## config.mk

```make
export PLATFORM = sky130hd
export DESIGN_NAME = sat_counter
export DESIGN_NICKNAME = d
export VERILOG_FILES = /design/src/rtl/fifo_chk_pkg.sv /design/src/rtl/sat_counter.sv
export SDC_FILE = /design/constraint.sdc
export NUM_CORES = 1
export LEC_CHECK = 0
export CAP_MARGIN = 20
export CORE_AREA = 5 5 48 46
export CTS_BUF_LIST = sky130_fd_sc_hd__clkbuf_8
export CTS_CLUSTER_SIZE = 25
export DETAILED_ROUTE_END_ITERATION = 10
export DIE_AREA = 0 0 53 51
export PLACE_DENSITY = 0.93
export SLEW_MARGIN = 25
export SYNTH_ARGS = -nofsm -noshare
export SYNTH_HDL_FRONTEND = slang
export SYNTH_SLANG_ARGS = --single-unit
```

## constraint.sdc

```tcl
create_clock -name clk -period 4.8 [get_ports clk]
set_input_delay 0.72 -clock clk [delete_from_list [all_inputs] [get_ports clk]]
set_output_delay 0.72 -clock clk [all_outputs]
set_load 0.01 [all_outputs]
```

## src/rtl/fifo_chk_pkg.sv

```systemverilog
// Shared types, default widths and helpers for the FIFO read checker.
package fifo_chk_pkg;

    // Checker FSM encoding.
    typedef enum logic [1:0] {
        ST_IDLE  = 2'd0,
        ST_ISSUE = 2'd1,
        ST_WAIT  = 2'd2,
        ST_CHECK = 2'd3
    } chk_state_e;

    localparam int DEF_DATA_WIDTH   = 8;
    localparam int DEF_CNT_WIDTH    = 16;
    localparam int DEF_READ_LATENCY = 1;

    // Increment that sticks at the all-ones value of a width-bit counter (width <= 31).
    function automatic logic [31:0] sat_inc(input logic [31:0] val, input int unsigned width);
        logic [32:0] max_val;
        max_val = (33'd1 << width) - 33'd1;
        sat_inc = (33'(val) >= max_val) ? val : val + 32'd1;
    endfunction

endpackage

```

## src/rtl/sat_counter.sv

```systemverilog
// Saturating up-counter with synchronous clear; clear wins over increment.
module sat_counter
    import fifo_chk_pkg::*;
#(
    parameter int WIDTH = DEF_CNT_WIDTH
) (
    input  logic             clk,
    input  logic             reset,
    input  logic             inc,
    input  logic             clr,
    output logic [WIDTH-1:0] count
);

    logic [WIDTH-1:0] count_q;
    logic [WIDTH-1:0] count_d;

    // Next count: clear, saturating increment, or hold.
    always_comb begin
        count_d = count_q;
        if (clr) begin
            count_d = '0;
        end else if (inc) begin
            count_d = WIDTH'(sat_inc(32'(count_q), WIDTH));
        end
    end

    // Count register with synchronous active-low reset.
    always_ff @(posedge clk) begin
        if (!reset) begin
            count_q <= '0;
        end else begin
            count_q <= count_d;
        end
    end

    assign count = count_q;

endmodule

```

* After elaboration in Yosys (flattened, before gate mapping)
Index checks and enable logic that the tools add are counted.
** Storage, ports and cells
- Register bits after elaboration :: 16
- Bits in latches :: 0
- Bits in writable memories :: 0
- Memory bits (read-only) :: 0
- Output and inout bits :: 16
- Logic and storage cells :: 7
- Memories kept :: 0
** Cells by class
- $add $sub $neg :: 1
- Multiply operators :: 0
- Div/mod/pow operators :: 0
- Magnitude comparators :: 1
- Equality and inequality tests :: 0
- Shift-type cells :: 0
- Mux-type cells :: 0
- Bitwise operators :: 2
- Reductions and logical operators :: 2
** Operator list (count)
- adder 16 x 1 -> 16 bit, second input constant :: 1
- >= comparator 16 bit, second input constant :: 1
- inverter 1 bit :: 2
- AND reduction 2 bit :: 1
- OR reduction 2 bit :: 1

* Depth between registers and ports, before layout
Gate-level depths: netlist of run 1.
- Depth in word-level cells :: 3
- Gate-level depth with buffers :: 6
- Depth with buffers taken out :: 5

* Worst setup path after synthesis of run 1
No wires, ideal clock.
- Path kind :: input to register
- Start point :: in inc
- End point :: reg count_q[14] (netlist: count[14])
- Setup time :: 0.070 ns
- Arrival time :: 1.719 ns
- Setup slack :: 3.010 ns
- Stages on the path :: 4
- Buffers on the path :: 0
- Cell sequence :: nand4_2 -> or3_4 -> or3_1 -> a21oi_1
** On the way
- Cells in the longest elaborated chain, start to end :: 1
** RTL lines
- from (decl) :: RTL line sat_counter.sv:9 : input logic inc,
- AND reduction 2 bit (no line)
- to (signal assigned) :: RTL line sat_counter.sv:32 : count_q <= count_d;
- to (decl) :: RTL line sat_counter.sv:14 : logic [WIDTH-1:0] count_q;
Every way passes these cells.
A chain may end at the register's enable or synchronous reset.

* Worst setup path in the final report of run 1
Same ends and word-level chain as after synthesis.

==> results of run 1 <==
## per-stage QoR
step / instance area [um^2] / utilization, % / total power (W) / setup slack, ns / hold WS [ns]
after floorplan: 826 / - / 0.000141 / 3.01 / 0.502
after global placement: 1040 / 63.7 / 0.000146 / 2.36 / 0.481
after detailed placement: 1040 / 63.7 / 0.000147 / 2.30 / 0.495
after CTS: 1090 / 67.1 / 0.000265 / 2.56 / 0.507
after global routing: 1090 / 67.1 / 0.000272 / 2.35 / 0.539
final: 1090 / 67.1 / 0.000264 / 2.53 / 0.495
## power by group
group | switching, W | internal, W | leakage (nW)
Sequential | 0.000000631 | 0.000133 | 0.129
Clock | 0.0000472 | 0.0000728 | 0.0288
Combinational | 0.00000533 | 0.00000448 | 0.196
## synthesized netlist by cell type, types with 2 or more instances
cell type   n  share of area [%]
o31ai_1     5                4.5
mux2i_1     3                3.6
a21oi_1     9                5.5
or3_1       3                2.3
nand4_1     3                2.3
and3b_1     2                2.1
inv_1       2               0.91
or4_1       4                3.6
o21ai_0     3                1.8
nand3_1     3                1.8
nor3_1      4                2.4
dfxtp_1    16                 39
nand2_1     8                3.6
a311oi_1    2                2.1
and4_1      3                3.2
nand4_2     3                4.5
nor2_1      7                3.2
## how the worst min path moves through the flow
stage	slack, ns	endpoint	from	cells after the start
after detailed placement	0.49	count[1]	count[1]	2
final	0.49	count[1]	count[1]	2
after global placement	0.48	count[1]	count[1]	2
after global routing	0.54	count[15]	count[15]	2
after floorplan	0.50	count[1]	count[1]	2
after CTS	0.51	count[1]	count[1]	2
## cell type report
cell class                      count  area, um^2  share of cell area, %
Timing Repair Buffer               19         190                   17.4
Tap cell                           24        30.0                   2.75
Sequential cell                    16         320                   29.3
Multi-Input combinational cell     74         489                   44.8
Clock buffer                        4        55.1                   5.04
Inverter                            2        7.51                  0.687
## worst max-delay path: cells and delay by family
| kind | cells | cell delay, ns |
|---|---|---|
| AND/OR/NAND/NOR | 3 | 0.99 |
| AO/OA/AOI/OAI | 1 | 0.15 |
| buffers and inverters | 1 | 0.59 |
## per-layer routing
metal	global-route usage (%)	vias up	share of wire [%]
met2	28.1	45	48
met1	19.1	390	42
met3	3.20	4	8.0
met4	7.66	0	1.3
met5	0	-	0
li1	-	409	-
## kinds of logic (layout without fill, tap and decap cells)
| family | Yosys count | after routing |
|---|---|---|
| AND/OR/NAND/NOR | 48 | 48 |
| multiplexers | 3 | 3 |
| adder cells (fa/ha/maj) | 1 | 1 |
| AO/OA/AOI/OAI | 22 | 22 |
| flip-flops | 16 | 16 |
| buffers and inverters | 4 | 25 |
==> results.cfg, run 1 <==
[routing]
finalWirelength_um = 2010
vias = 848
wl_per_cell_um = 14.5
viasPerCell = 6.10
ant_nets = 0
drt-pass1-iter-count = 4
dr.first_iter.drc_count = 33
drc_errors = 0

[die]
die_h_um = 51
initial_utilization_pct = 50.7
dieWidth_um = 53
io_pins = 20
die-area_mm2 = 0.00270
core_mm2 = 0.00163
num_rows = 14

[pwr]
p_per_area_mw_per_mm2 = 241
vdd_drop_max_uv = 210
cellLeakagePower_nw = 0.353

[critical_path]
crit_end = count[14]
start_kind = input port
cp.arrival_ns = 2.44
worst_path_largest_cell_delay_ns = 0.59
cp.required_ns = 4.97
crit_chain = clkdlybuf4s50_1 -> nand4_2 -> or3_4 -> or3_1 -> a21oi_1
cp-end-kind = register
crit_path_top_delay_cell = clkdlybuf4s50_1
rr_worst_depth = 5
r2r_start = count[0]
rrSetupSlack_ns = 2.58
startpoint = inc
cp_max_fo = 7
critical_path_class = in2reg
reg2reg_to = count[5]

[clock_network]
numCtsBuffers = 3
clk_latency_ns = 0.25
cts.sinks = 16
cts_resized = 0
clockRootBuffer = clkbuf_8
cts_buffer_depth = 2
ctsHoldBuffers = 0
cts_setup_buffers = 0
clk_pin_slew_ns = 0.06
htreeDepth = 1
cts_tree = yes

[sta]
grt_setup_unrepaired = no
period_minus_slack_ns = 2.27
slew_headroom_pct = 36.5
setup_viol_count_final = 0
finalHoldViolations = 0
finalCritPeriodShare_pct = 47.3
drv_slew = 0
tightest_slew_ns = 0.945
clock_skew_ns = 0.000788
maxClockFrequency_ghz = 0.440
fin_tns_setup_ns = 0

[flow_run]
maxCapViolations = 0

[synth]
yosys_warnings = 0
synthArstFlopShare_pct = 0
ys_types = 31
synth_nets = 99
synthXorXnorAreaFrac_pct = 0
ys.flop_type = dfxtp_1
synth-simple-area-share_pct = 37.1
synth_compound_area_share_pct = 17.0
ys_seq_area_share_pct = 38.8
synth_mux_area_share_pct = 3.64
synth_edf_count = 0
synth_cells = 94
synth_fa_ha_area_share_pct = 1.52
synth_top_family_by_area = simple AND/OR/NAND/NOR gates
syn_area_um2 = 826
ys_seq_elements = 16
postSynthAreaPerCell_um2 = 8.79

[status]
status = finished clean

[global_route]
antenna_found_initial = 0
grt_pass1_vias = 784
grt_max_degree = 16
grt_remaining_overflow = 0
grt.total_usage_pct = 16.3
grt_pass1_wl_um = 3310

[finish]
layout-drive-gt1-share_pct = 9.57
nFillCells = 146
syn_to_final_growth_pct = 32.3
antenna_cells = 0
instances_no_fill = 139
final_common_cell = clkdlybuf4s50_1
final_cell_mix = clkdlybuf4s50_1, dfxtp_1, a21oi_1
largest_reg_flops = 16
fin_nets = 121

[place]
dp_hpwl_um = 1430
dp.cells = 135
io_buffers = 19
place_congestion = 0.786

[worst_hold_path]
min_path_type = reg2reg
No activity file was read; power rests on OpenSTA's default activity.
==> inputs of run 2 (changes only) <==
- CORE_AREA: 5 5 48 46 -> 5 5 52 49
- DIE_AREA: 0 0 53 51 -> 0 0 57 54
- PLACE_DENSITY: 0.93 -> 0.85
- clock period: 4.8 -> 1.9 ns (I/O delays scaled with it)
==> run 2 against run 1 <==
Against the previous run: non-clock buffer count increased by 7; global-route usage shrank 1.7 points; sequential power rose to 2.5 times the previous value; sequential share of layout area fell by 1.4 points; clock power grew to 2.6 times the previous value; worst hold slack better by 0.0045 ns; core utilization is 11 points lower; clock skew is 0.0013 ns higher; largest power group unchanged; critical endpoint unchanged.
==> results.cfg, run 2 (synthesis results as in run 1) <==
[worst_hold_path]
min_path_type = reg2reg

[place]
place_congestion = 0.870
post-place-ws_ns = 0.0249
dp_hpwl_um = 1480
dp.cells = 145
io_buffers = 19
placed_area_mm2 = 0.00109

[routing]
wl_per_cell_um = 13.8
drt-pass1-iter-count = 4
ant_nets = 0
dr.first_iter.drc_count = 18
drc_errors = 0
viasPerCell = 5.75
finalWirelength_um = 2060
vias = 857

[critical_path]
start_kind = register
crit_chain = ha_1 -> nand4_2 -> or3_4 -> or3_1 -> a21oi_1
cp.required_ns = 2.09
critPathTopFamily = simple AND/OR/NAND/NOR gates
cp.arrival_ns = 1.92
critical_path_class = reg2reg
cp-end-kind = register
crit_buf_inv = 0
crit_path_top_delay_cell = or3_4
worst_path_largest_cell_delay_ns = 0.43
cp_max_fo = 5

[sta]
finalHoldViolations = 0
setup_viol_count_final = 0
finalCritPeriodShare_pct = 91.4
maxClockFrequency_ghz = 0.576
clock_skew_ns = 0.00208
slew_headroom_pct = 76.7
period_minus_slack_ns = 1.74
drv_slew = 0
fin_tns_setup_ns = 0
grt_setup_unrepaired = no
worst_slack_ns = 0.164
tightest_slew_ns = 0.350

[finish]
instances_no_fill = 149
antenna_cells = 0
final_common_cell = clkdlybuf4s50_1
nFillCells = 202
syn_to_final_growth_pct = 39.1
multiInputGateArea_um2 = 489
final_cell_mix = clkdlybuf4s50_1, dfxtp_1, a21oi_1
fin_nets = 128
layout-drive-gt1-share_pct = 14.8
final_area_mm2 = 0.00115
register_area_um2 = 320
final_util_pct = 56.3
largest_reg_flops = 16

[clock_network]
clockRootBuffer = clkbuf_8
cts_resized = 0
htreeDepth = 1
ctsHoldBuffers = 0
cts_buffer_depth = 2
cts.sinks = 16
cts_tree = yes
cts_setup_buffers = 0
clk_pin_slew_ns = 0.07
numCtsBuffers = 3
clk_latency_ns = 0.25

[flow_run]
maxCapViolations = 0

[die]
die_h_um = 54
die-area_mm2 = 0.00308
core_mm2 = 0.00204
dieWidth_um = 57
io_pins = 20
initial_utilization_pct = 40.4
num_rows = 16

[global_route]
grt.total_usage_pct = 14.6
grt_pass1_vias = 807
grt_pass1_wl_um = 3520
antenna_found_initial = 0
grt_remaining_overflow = 0
grt_max_degree = 11

[pwr]
power_switching_w = 0.000138
cellLeakagePower_nw = 0.387
switching_share_pct = 20.5
p_per_area_mw_per_mm2 = 586
power_frac_seq_pct = 50.3
vdd_drop_max_uv = 449
internal-power_w = 0.000535
clockPowerShare_pct = 45.5
pwr-share-comb_pct = 4.2

[status]
status = finished clean
## run 2: worst paths after layout
check             cells past startpoint  slack (ns)      from         to
hold reg to reg                       2        0.50  count[1]   count[1]
hold / removal                        2        0.50  count[1]   count[1]
setup / recovery                      5        0.16  count[0]  count[14]
setup reg to reg                      5        0.16  count[0]  count[14]
## run 2: power groups by stage
| stage | Clock [W] | Sequential (W) | Combinational [W] |
|---|---|---|---|
| finish | 0.000306 | 0.000339 | 0.0000282 |
| global route | 0.000332 | 0.000339 | 0.0000308 |
| CTS | 0.000314 | 0.000339 | 0.0000283 |
| detailed placement | 0 | 0.000346 | 0.0000282 |
| global placement | 0 | 0.000346 | 0.0000271 |
| floorplan | 0 | 0.000346 | 0.0000107 |
## run 2: area by class of cell
class	instances	share of cell area (%)
multi-input cells	74	42.6
flip-flops and latches	16	27.9
repair buffers	26	21.1
clock buffers	4	4.79
well taps	27	2.94
inverters	2	0.654
## run 2: tightest hold or removal path: cells and delay by family (launching register included)
family,cells,cell delay [ns]
and+or+nand+nor,1,0.06
muxes,1,0.05
DFF,1,0.34
## run 2: metal layers
metal  global-route usage [%]  part of all wire (%)  vias up
met5                        0                     0        -
met4                     3.47                  0.78        0
met3                     6.00                   7.8        2
met2                     25.1                    47       29
met1                     17.1                    45      401
li1                         -                     -      425
## run 2: per-stage QoR
step / hold slack (ns) / power, W
after floorplan: 0.481 / 0.000357
after global placement: 0.476 / 0.000373
after detailed placement: 0.481 / 0.000374
after global routing: 0.514 / 0.000701
after CTS: 0.492 / 0.000681
final: 0.499 / 0.000673
